$ cat src/rtl/rope_access_arbiter.sv
// rope_access_arbiter
// Shares the fixed-memory (rope) flash between the AGC fixed-memory read path
// and the monitor/debug read port. One read is in flight at a time: IDLE
// arbitrates, ACCESS holds CE_n/OE_n low for READ_LATENCY cycles, and DONE
// presents the captured word with a one-cycle acknowledge to the winner.
// Out-of-range addresses skip the flash entirely and return zero.

module rope_access_arbiter #(
    parameter int unsigned READ_LATENCY   = 2,
    parameter logic [15:0] ROPE_WORDS     = 16'h4800,
    parameter int unsigned MAX_AGC_STREAK = 4
) (
    input  logic        SIM_CLK,
    input  logic        SIM_RST,
    input  logic        agc_req,
    input  logic [15:0] agc_addr,
    output logic        agc_ack,
    output logic [15:0] agc_data,
    input  logic        mon_req,
    input  logic [15:0] mon_addr,
    output logic        mon_ack,
    output logic [15:0] mon_data,
    output logic [14:0] mem_addr,
    output logic        mem_ce_n,
    output logic        mem_oe_n,
    input  logic [15:0] mem_data,
    output logic        busy,
    output logic        oor_err
);

    typedef enum logic [1:0] {
        ST_IDLE   = 2'd0,
        ST_ACCESS = 2'd1,
        ST_DONE   = 2'd2
    } state_t;

    // Counter reload: ACCESS lasts READ_LATENCY cycles, ending on cnt == 0.
    localparam logic [3:0] CNT_LOAD   = 4'(READ_LATENCY - 32'd1);
    localparam logic [3:0] STREAK_MAX = 4'(MAX_AGC_STREAK);

    // True when a word address lies inside the populated rope image.
    function automatic logic addr_in_range(input logic [15:0] addr);
        return (addr < ROPE_WORDS);
    endfunction

    state_t      state_r, state_s;
    logic [3:0]  cnt_r, cnt_s;
    logic [3:0]  streak_r, streak_s;
    logic        grant_mon_r, grant_mon_s;
    logic [14:0] mem_addr_r, mem_addr_s;
    logic        mem_ce_n_r, mem_oe_n_r;
    logic        mem_en_s;
    logic        agc_ack_r, agc_ack_s;
    logic        mon_ack_r, mon_ack_s;
    logic [15:0] agc_data_r, agc_data_s;
    logic [15:0] mon_data_r, mon_data_s;
    logic        oor_err_r, oor_err_s;
    logic        busy_r, busy_s;
    logic        win_mon_s;
    logic [15:0] win_addr_s;

    // Next-state, arbitration and next-output computation.
    always_comb begin
        state_s     = state_r;
        cnt_s       = cnt_r;
        streak_s    = streak_r;
        grant_mon_s = grant_mon_r;
        mem_addr_s  = mem_addr_r;
        mem_en_s    = 1'b0;
        agc_ack_s   = 1'b0;
        mon_ack_s   = 1'b0;
        oor_err_s   = 1'b0;
        agc_data_s  = agc_data_r;
        mon_data_s  = mon_data_r;
        win_mon_s   = 1'b0;
        win_addr_s  = agc_addr;

        case (state_r)
            ST_IDLE: begin
                if (agc_req || mon_req) begin
                    // AGC wins unless the monitor has waited through a full streak.
                    if (mon_req && (!agc_req || (streak_r == STREAK_MAX))) begin
                        win_mon_s  = 1'b1;
                        win_addr_s = mon_addr;
                        streak_s   = 4'd0;
                    end else begin
                        win_mon_s  = 1'b0;
                        win_addr_s = agc_addr;
                        if (mon_req) begin
                            if (streak_r < STREAK_MAX) begin
                                streak_s = streak_r + 4'd1;
                            end else begin
                                streak_s = streak_r;
                            end
                        end else begin
                            streak_s = 4'd0;
                        end
                    end
                    grant_mon_s = win_mon_s;

                    if (addr_in_range(win_addr_s)) begin
                        mem_addr_s = win_addr_s[14:0];
                        cnt_s      = CNT_LOAD;
                        mem_en_s   = 1'b1;
                        state_s    = ST_ACCESS;
                    end else begin
                        // Out of range: answer zero next cycle, flash untouched.
                        oor_err_s = 1'b1;
                        state_s   = ST_DONE;
                        if (win_mon_s) begin
                            mon_ack_s  = 1'b1;
                            mon_data_s = 16'h0000;
                        end else begin
                            agc_ack_s  = 1'b1;
                            agc_data_s = 16'h0000;
                        end
                    end
                end else begin
                    state_s = ST_IDLE;
                end
            end

            ST_ACCESS: begin
                if (cnt_r == 4'd0) begin
                    // Last access cycle: capture the sensed word for the winner.
                    state_s = ST_DONE;
                    if (grant_mon_r) begin
                        mon_ack_s  = 1'b1;
                        mon_data_s = mem_data;
                    end else begin
                        agc_ack_s  = 1'b1;
                        agc_data_s = mem_data;
                    end
                end else begin
                    cnt_s    = cnt_r - 4'd1;
                    mem_en_s = 1'b1;
                end
            end

            ST_DONE: begin
                state_s = ST_IDLE;
            end

            default: begin
                state_s = ST_IDLE;
            end
        endcase

        busy_s = (state_s != ST_IDLE);
    end

    // State and registered outputs; reset aborts any transaction immediately.
    always_ff @(posedge SIM_CLK or posedge SIM_RST) begin
        if (SIM_RST) begin
            state_r     <= ST_IDLE;
            cnt_r       <= 4'd0;
            streak_r    <= 4'd0;
            grant_mon_r <= 1'b0;
            mem_addr_r  <= 15'd0;
            mem_ce_n_r  <= 1'b1;
            mem_oe_n_r  <= 1'b1;
            agc_ack_r   <= 1'b0;
            mon_ack_r   <= 1'b0;
            agc_data_r  <= 16'h0000;
            mon_data_r  <= 16'h0000;
            oor_err_r   <= 1'b0;
            busy_r      <= 1'b0;
        end else begin
            state_r     <= state_s;
            cnt_r       <= cnt_s;
            streak_r    <= streak_s;
            grant_mon_r <= grant_mon_s;
            mem_addr_r  <= mem_addr_s;
            mem_ce_n_r  <= ~mem_en_s;
            mem_oe_n_r  <= ~mem_en_s;
            agc_ack_r   <= agc_ack_s;
            mon_ack_r   <= mon_ack_s;
            agc_data_r  <= agc_data_s;
            mon_data_r  <= mon_data_s;
            oor_err_r   <= oor_err_s;
            busy_r      <= busy_s;
        end
    end

    assign agc_ack  = agc_ack_r;
    assign agc_data = agc_data_r;
    assign mon_ack  = mon_ack_r;
    assign mon_data = mon_data_r;
    assign mem_addr = mem_addr_r;
    assign mem_ce_n = mem_ce_n_r;
    assign mem_oe_n = mem_oe_n_r;
    assign busy     = busy_r;
    assign oor_err  = oor_err_r;

endmodule

$ cat config.mk
export PLATFORM = sky130hd
export DESIGN_NAME = rope_access_arbiter
export DESIGN_NICKNAME = d
export VERILOG_FILES = /design/src/rtl/rope_access_arbiter.sv
export SDC_FILE = /design/constraint.sdc
export NUM_CORES = 1
export LEC_CHECK = 0
export ABC_AREA = 1
export ABC_CLOCK_PERIOD_IN_PS = 2950
export CORE_MARGIN = 3
export CORE_UTILIZATION = 45
export DETAILED_ROUTE_END_ITERATION = 12
export GPL_ROUTABILITY_DRIVEN = 0
export MAX_ROUTING_LAYER = met4
export PLACE_DENSITY = 0.8
export REMOVE_ABC_BUFFERS = 1
export SLEW_MARGIN = 20
export SYNTH_ARGS = -nofsm -noshare
export SYNTH_HDL_FRONTEND = slang
export SYNTH_SLANG_ARGS = --single-unit
$ cat constraint.sdc
create_clock -name SIM_CLK -period 2.95 [get_ports SIM_CLK]
set_input_delay 0.885 -clock SIM_CLK [delete_from_list [all_inputs] [get_ports SIM_CLK]]
set_output_delay 0.885 -clock SIM_CLK [all_outputs]
set_load 0.02 [all_outputs]
* Word-level counts from Yosys, hierarchy flattened *
Cells that the tools add are included.

cells by class
  $add $sub $neg = 2
  $lt $le $gt $ge = 2
  eq/ne operators = 12
  muxes and demuxes = 48
  bitwise gates (word level) = 1
  reduce and logical (&&, ||, !) cells = 14

operators by type and width
  operator                                                       count
  two-way mux 16 bit                                             13
  case mux 16 bit (2 select lines)                               2
  two-way mux 4 bit                                              6
  two-way mux 1 bit                                              19
  less-than comparator 16 x 15 -> 1 bit (second input constant)  1
  inequality test 2 bit (second input constant)                  8
  AND reduction 6 bit                                            2
  case mux 4 bit (2 select lines)                                1
  two-way mux 2 bit                                              3
  case mux 1 bit (2 select lines)                                3
  AND reduction 3 bit                                            2
  adder 4 x 1 -> 4 bit (second input constant)                   1
  equality test 4 x 3 -> 1 bit (second input constant)           1
  logical NOT 4 bit                                              1
  less-than comparator 4 x 3 -> 1 bit (second input constant)    1
  case mux 2 bit (2 select lines)                                1
  AND reduction 4 bit                                            1
  nonzero test 2 bit                                             2
  subtractor 4 x 1 -> 4 bit (second input constant)              1
  inequality test 3 x 1 -> 1 bit (second input constant)         1
  equality test 2 x 1 -> 1 bit (second input constant)           1
  logical NOT 2 bit                                              1
  logical OR 1 bit                                               2
  inequality test 2 x 1 -> 1 bit (second input constant)         1
  other kinds (4)                                                4

word-level totals
  register bits after elaboration = 63
  logic and storage cells = 91

* Logic depth before layout (Yosys ltp) *
Gate-level depths: netlist of the first run.

  word-level depth = 11
  gate-level depth with buffers = 15

* Least setup slack after synthesis of the first run *
OpenSTA, ideal clock, no wires.

  path kind = input to register
  start point = input port agc_req
  end point = register mon_data_r[7], in the netlist mon_data[7]
  arrival time = 1845 ps
  data required time = 2833 ps
  slack = 988 ps
  stages = 10
  cell sequence = nand2_2 > nand2_4 > or2_4 > o21ai_4 > nand2_2 > nand2_4 > nand2_4 > buf_6 > nand2_1 > nand2_1

on the way
  word-level cells in the longest chain between the ends = 9
  elaborated cells between the ends (all ways) = 15
  those cells by class = order compare: 1; eq/ne: 3; mux: 6; reduce/logical: 5

ends and longest elaborated chain
  element                                line  source
  from (decl)                            15    input logic agc_req,
  logical NOT 1 bit                      82    if (mon_req && (!agc_req || (streak_r == STREAK_MAX))) begin
  logical OR 1 bit                       82
  logical AND 1 bit                      82
  two-way mux 16 bit                     82
  two-way mux 16 bit                     80    if (agc_req || mon_req) begin
  two-way mux 16 bit                     78    case (state_r)
  less-than comparator 16 x 15 -> 1 bit  43    return (addr < ROPE_WORDS);
  inequality test 2 bit (no line)        -
  AND reduction 6 bit (no line) *        -
  to (signal assigned)                   179   mon_data_r <= mon_data_s;
  to (decl)                              56    logic [15:0] mon_data_r, mon_data_s;

Mark *: on every way between the ends. The rest lies on a longest branch, timed or not. The select of a mux whose other input is x is not followed.
A chain may end at the register's enable or synchronous reset.

* Final worst setup path of the first run *
  start point = input port mon_req
  end point = register agc_data_r[1], in the netlist agc_data[1]

on the way
  word-level cells in the longest chain between the ends = 7
  elaborated cells between the ends (all ways) = 13
  those cells by class = order compare: 1; eq/ne: 3; mux: 6; reduce/logical: 3

ends and longest elaborated chain
  element                                line  source
  from (decl)                            19    input logic mon_req,
  logical AND 1 bit                      82
  two-way mux 16 bit                     82
  two-way mux 16 bit                     80
  two-way mux 16 bit                     78
  less-than comparator 16 x 15 -> 1 bit  43
  inequality test 2 bit (no line)        -
  AND reduction 6 bit (no line) *        -
  to (signal assigned)                   178   agc_data_r <= agc_data_s;
  to (decl)                              55    logic [15:0] agc_data_r, agc_data_s;

Marks and branches as above.

==> out/results.txt, run 1 <==
drt pass-1 iters: 4
fillers: 523
WL/cell: 13.8 um
Slowest-stage cell, CP: clkdlybuf4s50_1
H-tree levels: 3
Setup-failing EPs final: 0
Crit path top cell by count: nand2_1
DP Wirelength: 5780 um
total track usage: 22.4%
initial drt markers: 289
sequential share of power: 34.6%
clk slew on worst S/H paths: 70 ps
Pint: 2.48 mW
post-route ant nets: 0
WS Path Type: in -> reg
Clock power frac: 17.5%
Crit Path Max Fanout: 18
post-CTS setup buffer count: 0
Synth Area in Simple Gates: 33.7%
worst path cell trace: clkdlybuf4s50_1 -> nand2_4 -> inv_2 -> nand2_1 -> nand2_1 -> nand2_2 -> nand3_1 -> nand3_2 -> nand2_1 -> nand2_1
fin crit share: 82.6%
n_diodes: 0
crit path DAT: 2660 ps
post-synthesis mux area share: 0%
IO Pins: 105
Worst EP required: 3170 ps
Resized cells post-CTS: 0
Yosys reg bits: 63
Core Box Area: 6420 sq um
setup tns final: 0 ps
pre-CTS setup slack: 171 ps
Max Root-Sink Buffers: 2
CP Capture Type: flop
R2R Setup Slk: 810 ps
Highest Clock Rate: 0.410 GHz
routed wl met2: 4100 um
Worst path top cell family by delay: simple AND/OR/NAND/NOR gates
Worst Hold Depth: 1
actual slew at the worst max-slew pin: 667 ps
switching pwr: 1.64 mW
Critical Path Start Type: input pin
syn avg cell area: 7.90 sq um
r2r worst-path depth: 13
WL met1: 3220 um
Comb pwr share: 47.9%
number of max-cap violations: 0
most common cell after layout, fill and taps aside: nand2_1
WP buf/inv: 2
dpl cell area: 4130 sq um
largest stage delay on the critical path: 610 ps
metal3 WL: 398 um
vias in the first global route: 2,762
Cell Area, Synth: 3020 sq um
Post-Synth Adder-Cell Area: 1.66%
Synth cell types: 25
Final min period: 2440 ps
worst min path class: reg -> reg
RSZ-0062 raised after global routing: no
Hold Crit Start: state_r[1]
synthesized instance count: 382
Pleak: 2.29 nW
pin count of the biggest net entering global routing: 64
worst r2r src: streak_r[0]
I/O Buffers: 104
Layout Skew: 5.58 ps
Final Hold Fails: 0
total CTS buffers: 9
Die Ht: 87.9 um
Sw Ratio: 39.9%
CTS tree: yes
Die W: 87.9 um
Root Driver: clkbuf_8
overall overflow remaining after global route: 0
outcome: completed
largest family of logic cells by synthesized area: simple AND/OR/NAND/NOR gates
Rel. slew slack: 55.5%
Layout area overhead: 43.2%
complex-gate fraction of the synthesized area: 2.82%
WHS Endpoint: busy
Reg-to-Reg End: agc_data[1]
first-pass GRT wire length: 12,900 um
Final Cell Area: 4320 sq um
hold bufs inserted after CTS: 0
clk_lat worst skew: 340 ps
starting density of the core: 47.0%
top routing layer used: met4
Pins Over Slew Limit: 0
YS warnings: 0
most frequent cells in the layout: 154 x nand2_1, 104 x clkdlybuf4s50_1, 62 x dfrtp_1, 45 x inv_1
DRC Markers: 0
clk sink count: 63
detail-routed via count per cell: 4.95
VDD IR-drop max: 469 uV
fin nets: 544
PwrDens: 954 nW/um^2
register area share after synthesis: 52.3%
post-synthesis xor/xnor area fraction: 0.580%
final setup margin: 512 ps
initial antenna violation count: 0
share of layout cells above drive strength 1: 7.71%
Die ar.: 7720 sq um
row count: 29
final wirelength: 7880 um
crit path from: mon_req
Vias: 2,824
## stage by stage
stage,cells,hold slack (ps),utilization [%],power (mW)
2_1_floorplan,366,444,-,2.43
3_3_place_gp,554,457,64.3,3.36
3_5_place_dp,554,464,64.3,3.41
4_1_cts,570,481,67.3,4.16
5_1_grt,570,501,67.3,4.39
6_report,570,478,67.3,4.12
## cell usage after synthesis, drive strengths merged
library cell,n,share of area [%]
nand3,29,5.3
a31o,1,0.29
xor2,2,0.58
or2,1,0.29
a21oi,1,0.17
nand3b,1,0.25
inv,48,6.0
nand2,160,21
ha,4,1.7
o21ai,12,2.4
nor2,27,3.4
buf,8,2.0
dfrtp,62,51
dfstp,1,0.87
nand4,17,3.5
clkbuf,8,1.0
## state kept, by name, summed over array words and instances, names as in the netlist
register,count
agc_ack,1
agc_data,16
busy,1
cnt_r,4
grant_mon_r,1
mem_addr,15
mem_oe_n,1
mon_ack,1
mon_data,16
oor_err,1
state_r,2
streak_r,4
## how the worst max path moves through the flow
stage,end,slack (ps),cells past startpoint
floorplan,agc_ack,500,1
global placement,agc_data[10],250,10
detailed placement,agc_data[1],170,10
CTS,agc_data[1],530,10
global route,agc_data[15],390,10
finish,agc_data[1],510,10
## worst register-to-register path: cells and delay by family, from the launching register on
| kind | cells | cell delay [ps] |
|---|---|---|
| DFF | 1 | 390 |
| and+or+nand+nor | 10 | 1220 |
| buffers and inverters | 2 | 230 |
| adders and majority gates | 1 | 160 |
## metal layers
layer  up-vias  track usage [%]
li1       1388                -
met1      1325             27.1
met2        96             36.4
met3        15             5.83
met4         0             7.53
met5         -                -
## logic make-up after synthesis
logic type,count (synthesis)
AND/OR/NAND/NOR,235
buffers and inverters,64
flip-flops,63
AO/OA/AOI/OAI,14
adder cells (fa/ha/maj),4
XOR/XNOR,2
## area by class of cell
type                            count  area, sq um  area share, %
Tap cell                           77         96.3           2.23
Inverter                           48          180           4.17
Timing Repair Buffer              111         1110           25.6
Clock buffer                       12          145           3.36
Clock inverter                      4         45.0           1.04
Sequential cell                    63         1580           36.5
Multi-Input combinational cell    255         1170           27.1
## power by group through the flow
| stage | Sequential [mW] | Clock (mW) | Combinational [mW] |
|---|---|---|---|
| after floorplan | 1.81 | 0 | 0.621 |
| after global placement | 1.43 | 0 | 1.93 |
| after detailed placement | 1.44 | 0 | 1.98 |
| after CTS | 1.43 | 0.742 | 1.99 |
| after global routing | 1.47 | 0.784 | 2.14 |
| final | 1.43 | 0.723 | 1.97 |
Power figures use the tool's default switching activity.
==> run 2, diff against run 1 <==
--- a/config.mk
+++ b/config.mk
@@ -6,7 +6,7 @@
 export NUM_CORES = 1
 export LEC_CHECK = 0
 export ABC_AREA = 1
-export ABC_CLOCK_PERIOD_IN_PS = 2950
+export ABC_CLOCK_PERIOD_IN_PS = 2250
 export CORE_MARGIN = 3
 export CORE_UTILIZATION = 45
 export DETAILED_ROUTE_END_ITERATION = 12
==> constraint.sdc (replaced) <==
create_clock -name SIM_CLK -period 2.25 [get_ports SIM_CLK]
set_input_delay 0.675 -clock SIM_CLK [delete_from_list [all_inputs] [get_ports SIM_CLK]]
set_output_delay 0.675 -clock SIM_CLK [all_outputs]
set_load 0.02 [all_outputs]
==> run 2 against run 1 <==
  * Total power grew 37%
  * Critical endpoint is now mem_oe_n
  * Via count is 0.25% higher
  * Clock power is 54% higher
  * Routed wire length is 3.1% higher
  * Cell area grew 3.4%
  * Clock skew is 0.86 ps lower
  * Sequential share of layout area is 1.2 points lower
  * Critical path depth shrank 9
==> out/results.txt, run 2 (synthesized netlist as in run 1, its figures left out) <==
Highest Clock Rate: 0.469 GHz
I/O Buffers: 104 (unchanged)
Core Box Area: 6420 sq um (unchanged)
Worst Hold Depth: 2 (was 1)
first-pass GRT wire length: 13,500 um (was 12,900 um)
r2r worst-path depth: 14 (was 13)
VDD IR-drop max: 816 uV (was 469 uV)
pin count of the biggest net entering global routing: 64 (unchanged)
H-tree levels: 3 (unchanged)
Setup-failing EPs final: 0 (unchanged)
share of layout cells above drive strength 1: 9.90% (was 7.71%)
most common cell after layout, fill and taps aside: nand2_1 (unchanged)
RSZ-0062 raised after global routing: no (unchanged)
hold bufs inserted after CTS: 0 (unchanged)
final core occ: 69.6% (was 67.3%)
clk_lat worst skew: 330 ps (was 340 ps)
detail-routed via count per cell: 4.86 (was 4.95)
Slowest-stage cell, CP: clkdlybuf4s50_1 (unchanged)
total CTS buffers: 9 (unchanged)
total track usage: 23.2% (was 22.4%)
Die ar.: 7720 sq um (unchanged)
Layout Skew: 4.72 ps (was 5.58 ps)
starting density of the core: 47.0% (unchanged)
worst path cell trace: clkdlybuf4s50_1 (was clkdlybuf4s50_1 -> nand2_4 -> inv_2 -> nand2_1 -> nand2_1 -> nand2_2 -> nand3_1 -> nand3_2 -> nand2_1 -> nand2_1)
Die W: 87.9 um (unchanged)
Rel. slew slack: 69.8% (was 55.5%)
PwrDens: 1270 nW/um^2 (was 954 nW/um^2)
initial antenna violation count: 0 (unchanged)
CTS tree: yes (unchanged)
clk sink count: 63 (unchanged)
post-CTS setup buffer count: 0 (unchanged)
DRC Markers: 0 (unchanged)
WL/cell: 14.0 um (was 13.8 um)
fin nets: 556 (was 544)
worst min path class: reg -> reg (unchanged)
IO Pins: 105 (unchanged)
clk slew on worst S/H paths: 70 ps (about the same)
most frequent cells in the layout: 154 x nand2_1, 104 x clkdlybuf4s50_1, 62 x dfrtp_1, 45 x inv_1 (unchanged)
WS Path Type: reg -> out (was in -> reg)
Max Root-Sink Buffers: 2 (unchanged)
CP Capture Type: primary output (was flop)
Die Ht: 87.9 um (unchanged)
total chip power: 5.67 mW (was 4.12 mW)
fin crit share: 94.8%
row count: 29 (unchanged)
pre-CTS setup slack: -143 ps (was 171 ps)
Worst EP required: 1570 ps (was 3170 ps)
initial drt markers: 195 (was 289)
actual slew at the worst max-slew pin: 453 ps (was 667 ps)
Worst path top cell family by delay: buffers and inverters (was simple AND/OR/NAND/NOR gates)
Critical Path Start Type: flop (was input pin)
DP Wirelength: 5990 um (was 5780 um)
number of max-cap violations: 0 (unchanged)
Final min period: 2130 ps
final setup margin: 117 ps (was 512 ps)
vias in the first global route: 2,829 (was 2,762)
Final Hold Fails: 0 (unchanged)
instance count on the critical path: 1 (was 10)
Pins Over Slew Limit: 0 (unchanged)
outcome: completed (unchanged)
n_diodes: 0 (unchanged)
Vias: 2,831 (was 2,824)
drt pass-1 iters: 4 (unchanged)
Layout area overhead: 48.1% (was 43.2%)
overall overflow remaining after global route: 0 (unchanged)
Crit Path Max Fanout: 2 (was 18)
WP buf/inv: 1 (was 2)
crit path DAT: 1460 ps (was 2660 ps)
Root Driver: clkbuf_8 (unchanged)
largest stage delay on the critical path: 600 ps (was 610 ps)
post-route ant nets: 0 (unchanged)
final wirelength: 8120 um (was 7880 um)
Resized cells post-CTS: 0 (unchanged)
Pleak: 2.37 nW (was 2.29 nW)
-- run 2: path summary, 6_finish.rpt --
path | start | endpoint | slack [ps]
max in group asynchronous | SIM_RST | mem_oe_n | 1210
max reg2reg | streak_r[0] | mon_data[4] | 290
max | mem_oe_n | mem_oe_n | 120
min in group asynchronous | SIM_RST | streak_r[3] | 710
min reg2reg | agc_data[8] | agc_data[8] | 480
min | agc_data[8] | agc_data[8] | 480
-- run 2: layer usage --
metal,global-route usage (%),share of wire [%],vias to the layer above
li1,-,-,1415
met1,30.0,42,1307
met2,36.4,52,89
met3,3.29,3.7,20
met4,10.0,2.9,0
met5,-,0,-
-- run 2: through the flow --
| stage | setup TNS (ps) | hold WS (ps) | area (sq um) | cells |
|---|---|---|---|---|
| 3_3_place_gp | -3340 | 463 | 4250 | 566 |
| 6_report | 0 | 480 | 4470 | 582 |
| 2_1_floorplan | 0 | 444 | 2930 | 366 |
| 4_1_cts | 0 | 479 | 4470 | 582 |
| 5_1_grt | 0 | 501 | 4470 | 582 |
| 3_5_place_dp | -5680 | 462 | 4250 | 566 |
-- run 2: cell type report --
type | count | area [sq um]
multi-input cells | 255 | 1170
well taps | 77 | 96.3
inverters | 48 | 180
flip-flops and latches | 63 | 1580
clock buffers | 13 | 159
repair buffers | 123 | 1220
fillers | 514 | 1950
clock inverters | 3 | 65.1
-- run 2: where the power goes --
part	internal, mW	total, mW	switching (mW)
combinational	1.20	2.69	1.48
sequential	1.60	1.88	0.273
clock	0.684	1.11	0.423
total	3.49	5.67	2.18
==> run 3, diff against run 2 <==
--- a/config.mk
+++ b/config.mk
@@ -6,13 +6,14 @@
 export NUM_CORES = 1
 export LEC_CHECK = 0
 export ABC_AREA = 1
-export ABC_CLOCK_PERIOD_IN_PS = 2250
+export ABC_CLOCK_PERIOD_IN_PS = 1800
 export CORE_MARGIN = 3
-export CORE_UTILIZATION = 45
+export CORE_UTILIZATION = 41
+export CTS_CLUSTER_SIZE = 20
 export DETAILED_ROUTE_END_ITERATION = 12
 export GPL_ROUTABILITY_DRIVEN = 0
 export MAX_ROUTING_LAYER = met4
-export PLACE_DENSITY = 0.8
+export PLACE_DENSITY = 0.77
 export REMOVE_ABC_BUFFERS = 1
 export SLEW_MARGIN = 20
 export SYNTH_ARGS = -nofsm -noshare
==> constraint.sdc (replaced) <==
create_clock -name SIM_CLK -period 1.8 [get_ports SIM_CLK]
set_input_delay 0.54 -clock SIM_CLK [delete_from_list [all_inputs] [get_ports SIM_CLK]]
set_output_delay 0.54 -clock SIM_CLK [all_outputs]
set_load 0.02 [all_outputs]
==> run 3 against run 2 <==
  * The flow now finishes with violations (setup timing)
  * Clock skew increased by 4.6 ps
  * Non-clock buffer count is 14 higher
  * Combinational power increased by 22%
  * First-iteration DRC count is 35% lower
  * Register-to-register slack got worse by 320 ps
  * Total power up 18%
  * Final cell count is 6.0% higher
  * Sequential share of layout area is 2.0 points lower
  * Die area is 9.1% higher
  * Clock-buffer cell count down 1
  * Sequential power increased by 26%
  * Via count is 1.3% higher
==> out/results.txt, run 3 (synthesized netlist as in run 1, its figures left out) <==
initial drt markers: 127 (was 195)
clk_lat worst skew: 340 ps (was 330 ps)
WL met1: 3590 um (was 3370 um)
n_diodes: 0 (unchanged)
VDD IR-drop max: 642 uV (was 816 uV)
H-tree levels: 3 (unchanged)
DRC Markers: 0 (unchanged)
starting density of the core: 43.2% (was 47.0%)
worst min path class: in -> async (was reg -> reg)
Highest Clock Rate: 0.546 GHz
first-pass GRT wire length: 13,400 um (was 13,500 um)
I/O Buffers: 104 (unchanged)
violated checks: setup timing
Crit Path Max Fanout: 8 (was 2)
share of layout cells above drive strength 1: 19.2% (was 9.90%)
metal3 WL: 283 um (was 300 um)
fin crit share: 102%
detail-routed via count per cell: 4.65 (was 4.86)
final setup margin: -30.9 ps (was 117 ps)
most common cell after layout, fill and taps aside: nand2_1 (unchanged)
row count: 30 (was 29)
routed wl met2: 4280 um (was 4210 um)
Final Cell Area: 4730 sq um (was 4470 sq um)
WL/cell: 13.5 um (was 14.0 um)
WS Path Type: reg -> reg (was reg -> out)
actual slew at the worst max-slew pin: 404 ps (was 453 ps)
largest stage delay on the critical path: 390 ps (was 600 ps)
overall overflow remaining after global route: 0 (unchanged)
total chip power: 6.70 mW (was 5.67 mW)
Die W: 91.8 um (was 87.9 um)
sequential share of power: 35.2% (was 33.1%)
Pint: 3.83 mW (was 3.49 mW)
Worst EP required: 2080 ps (was 1570 ps)
hold bufs inserted after CTS: 0 (unchanged)
dpl cell area: 4320 sq um (was 4250 sq um)
DP Wirelength: 6210 um (was 5990 um)
crit path DAT: 2110 ps (was 1460 ps)
PwrDens: 1410 nW/um^2 (was 1270 nW/um^2)
drt pass-1 iters: 4 (unchanged)
Clock power frac: 15.8% (was 19.5%)
switching pwr: 2.87 mW (was 2.18 mW)
Pins Over Slew Limit: 0 (unchanged)
Rel. slew slack: 73.1% (was 69.8%)
top routing layer used: met4 (unchanged)
Pleak: 2.66 nW (was 2.37 nW)
Layout area overhead: 56.9% (was 48.1%)
Sw Ratio: 42.9% (was 38.4%)
Core Box Area: 6980 sq um (was 6420 sq um)
Die ar.: 8430 sq um (was 7720 sq um)
clk sink count: 63 (unchanged)
Critical Path Start Type: flop (unchanged)
clk slew on worst S/H paths: 70 ps (about the same)
Slowest-stage cell, CP: dfrtp_1 (was clkdlybuf4s50_1)
Final min period: 1830 ps
Max Root-Sink Buffers: 2 (unchanged)
total track usage: 20.9% (was 23.2%)
final wirelength: 8360 um (was 8120 um)
Post-Place Cells: 592 (was 566)
Comb pwr share: 48.9% (was 47.4%)
Final Hold Fails: 0 (unchanged)
most frequent cells in the layout: 140 x nand2_1, 62 x dfrtp_1, 55 x dlygate4sd2_1, 49 x clkdlybuf4s50_1, 41 x inv_1 (was 154 x nand2_1, 104 x clkdlybuf4s50_1, 62 x dfrtp_1, 45 x inv_1)
WP buf/inv: 2 (was 1)
Worst path top cell family by delay: simple AND/OR/NAND/NOR gates (was buffers and inverters)
Layout Skew: 9.33 ps (was 4.72 ps)
RSZ-0062 raised after global routing: yes (was no)
total CTS buffers: 9 (unchanged)
Die Ht: 91.8 um (was 87.9 um)
number of max-cap violations: 0 (unchanged)
pin count of the biggest net entering global routing: 36 (was 64)
CP Capture Type: flop (was primary output)
outcome: complete, but fails checks (was completed)
Setup-failing EPs final: 25 (was 0)
Final Non-Filler Cells: 617 (was 582)
initial antenna violation count: 0 (unchanged)
fin nets: 572 (was 556)
CTS tree: yes (unchanged)
worst path cell trace: inv_2 -> ha_4 -> nand3_4 -> nand2_4 -> nand2_8 -> or2_4 -> o21ai_4 -> nand2_4 -> nand2_8 -> buf_8 -> nand3_1 -> nand2_1 (was clkdlybuf4s50_1)
vias in the first global route: 2,787 (was 2,829)
Root Driver: clkbuf_8 (unchanged)
post-route ant nets: 0 (unchanged)
Vias: 2,869 (was 2,831)
IO Pins: 105 (unchanged)
run 3: cell count changes in the layout (fill, tap and decap cells not counted), moves of 4 or more:
cell | before | now
nand3_1 | 26 | 14
nand2_8 | 0 | 4
inv_1 | 45 | 41
nand2_2 | 3 | 13
clkdlybuf4s50_1 | 104 | 49
nand3_2 | 3 | 11
nand3_4 | 0 | 4
dlygate4sd2_1 | 0 | 55
buf_6 | 0 | 5
nand2_1 | 154 | 140
buf_4 | 16 | 24
run 3: final timing paths:
kind | startpoint | endpoint | slack [ps] | cells past startpoint
max in group asynchronous | SIM_RST | mem_addr[2] | 840 | 3
setup / recovery | streak_r[1] | mon_data[11] | -30 | 12
hold / removal | SIM_RST | mon_data[10] | 470 | 2
hold reg to reg | mem_addr[3] | mem_addr[3] | 480 | 2
min in group SIM_CLK | mem_addr[3] | mem_addr[3] | 480 | 2
setup reg to reg | streak_r[1] | mon_data[11] | -30 | 12
run 3: what timing repair did:
item                       CTS  global route
pin swaps                    6            17
setup buffers                5             2
cloned                       2             0
setup endpoints to repair  106            53
gates resized for setup     76            37
run 3: power groups by stage:
stage / clock (mW) / combinational [mW] / sequential (mW)
after floorplan: 0 / 1.02 / 2.97
after global placement: 0 / 3.29 / 2.35
after detailed placement: 0 / 3.37 / 2.36
after CTS: 1.09 / 3.15 / 2.33
after global routing: 1.14 / 3.57 / 2.43
final: 1.06 / 3.28 / 2.36
run 3: stage by stage:
stage	utilization, %	setup WS [ps]	hold WS, ps	setup TNS, ps
floorplan	-	-308	444	-22040
global placement	61.9	-407	463	-21420
detailed placement	61.9	-435	465	-23750
CTS	65.6	-5.64	473	-9.75
global route	67.8	-144	498	-5670
finish	67.8	-30.9	475	-196
run 3: routing by layer:
metal	GRT usage (%)	up-vias
li1	-	1449
met1	25.8	1339
met2	33.6	63
met3	4.59	18
met4	8.17	0
met5	-	-
run 3: area by class of cell:
| cell class | count | area [sq um] |
|---|---|---|
| inverter | 48 | 185 |
| clock inverter | 4 | 22.5 |
| tap | 96 | 120 |
| timing repair buffer | 137 | 1280 |
| multi-input combinational | 257 | 1400 |
| fill | 576 | 2250 |
| clock buffer | 12 | 145 |
| sequential | 63 | 1580 |
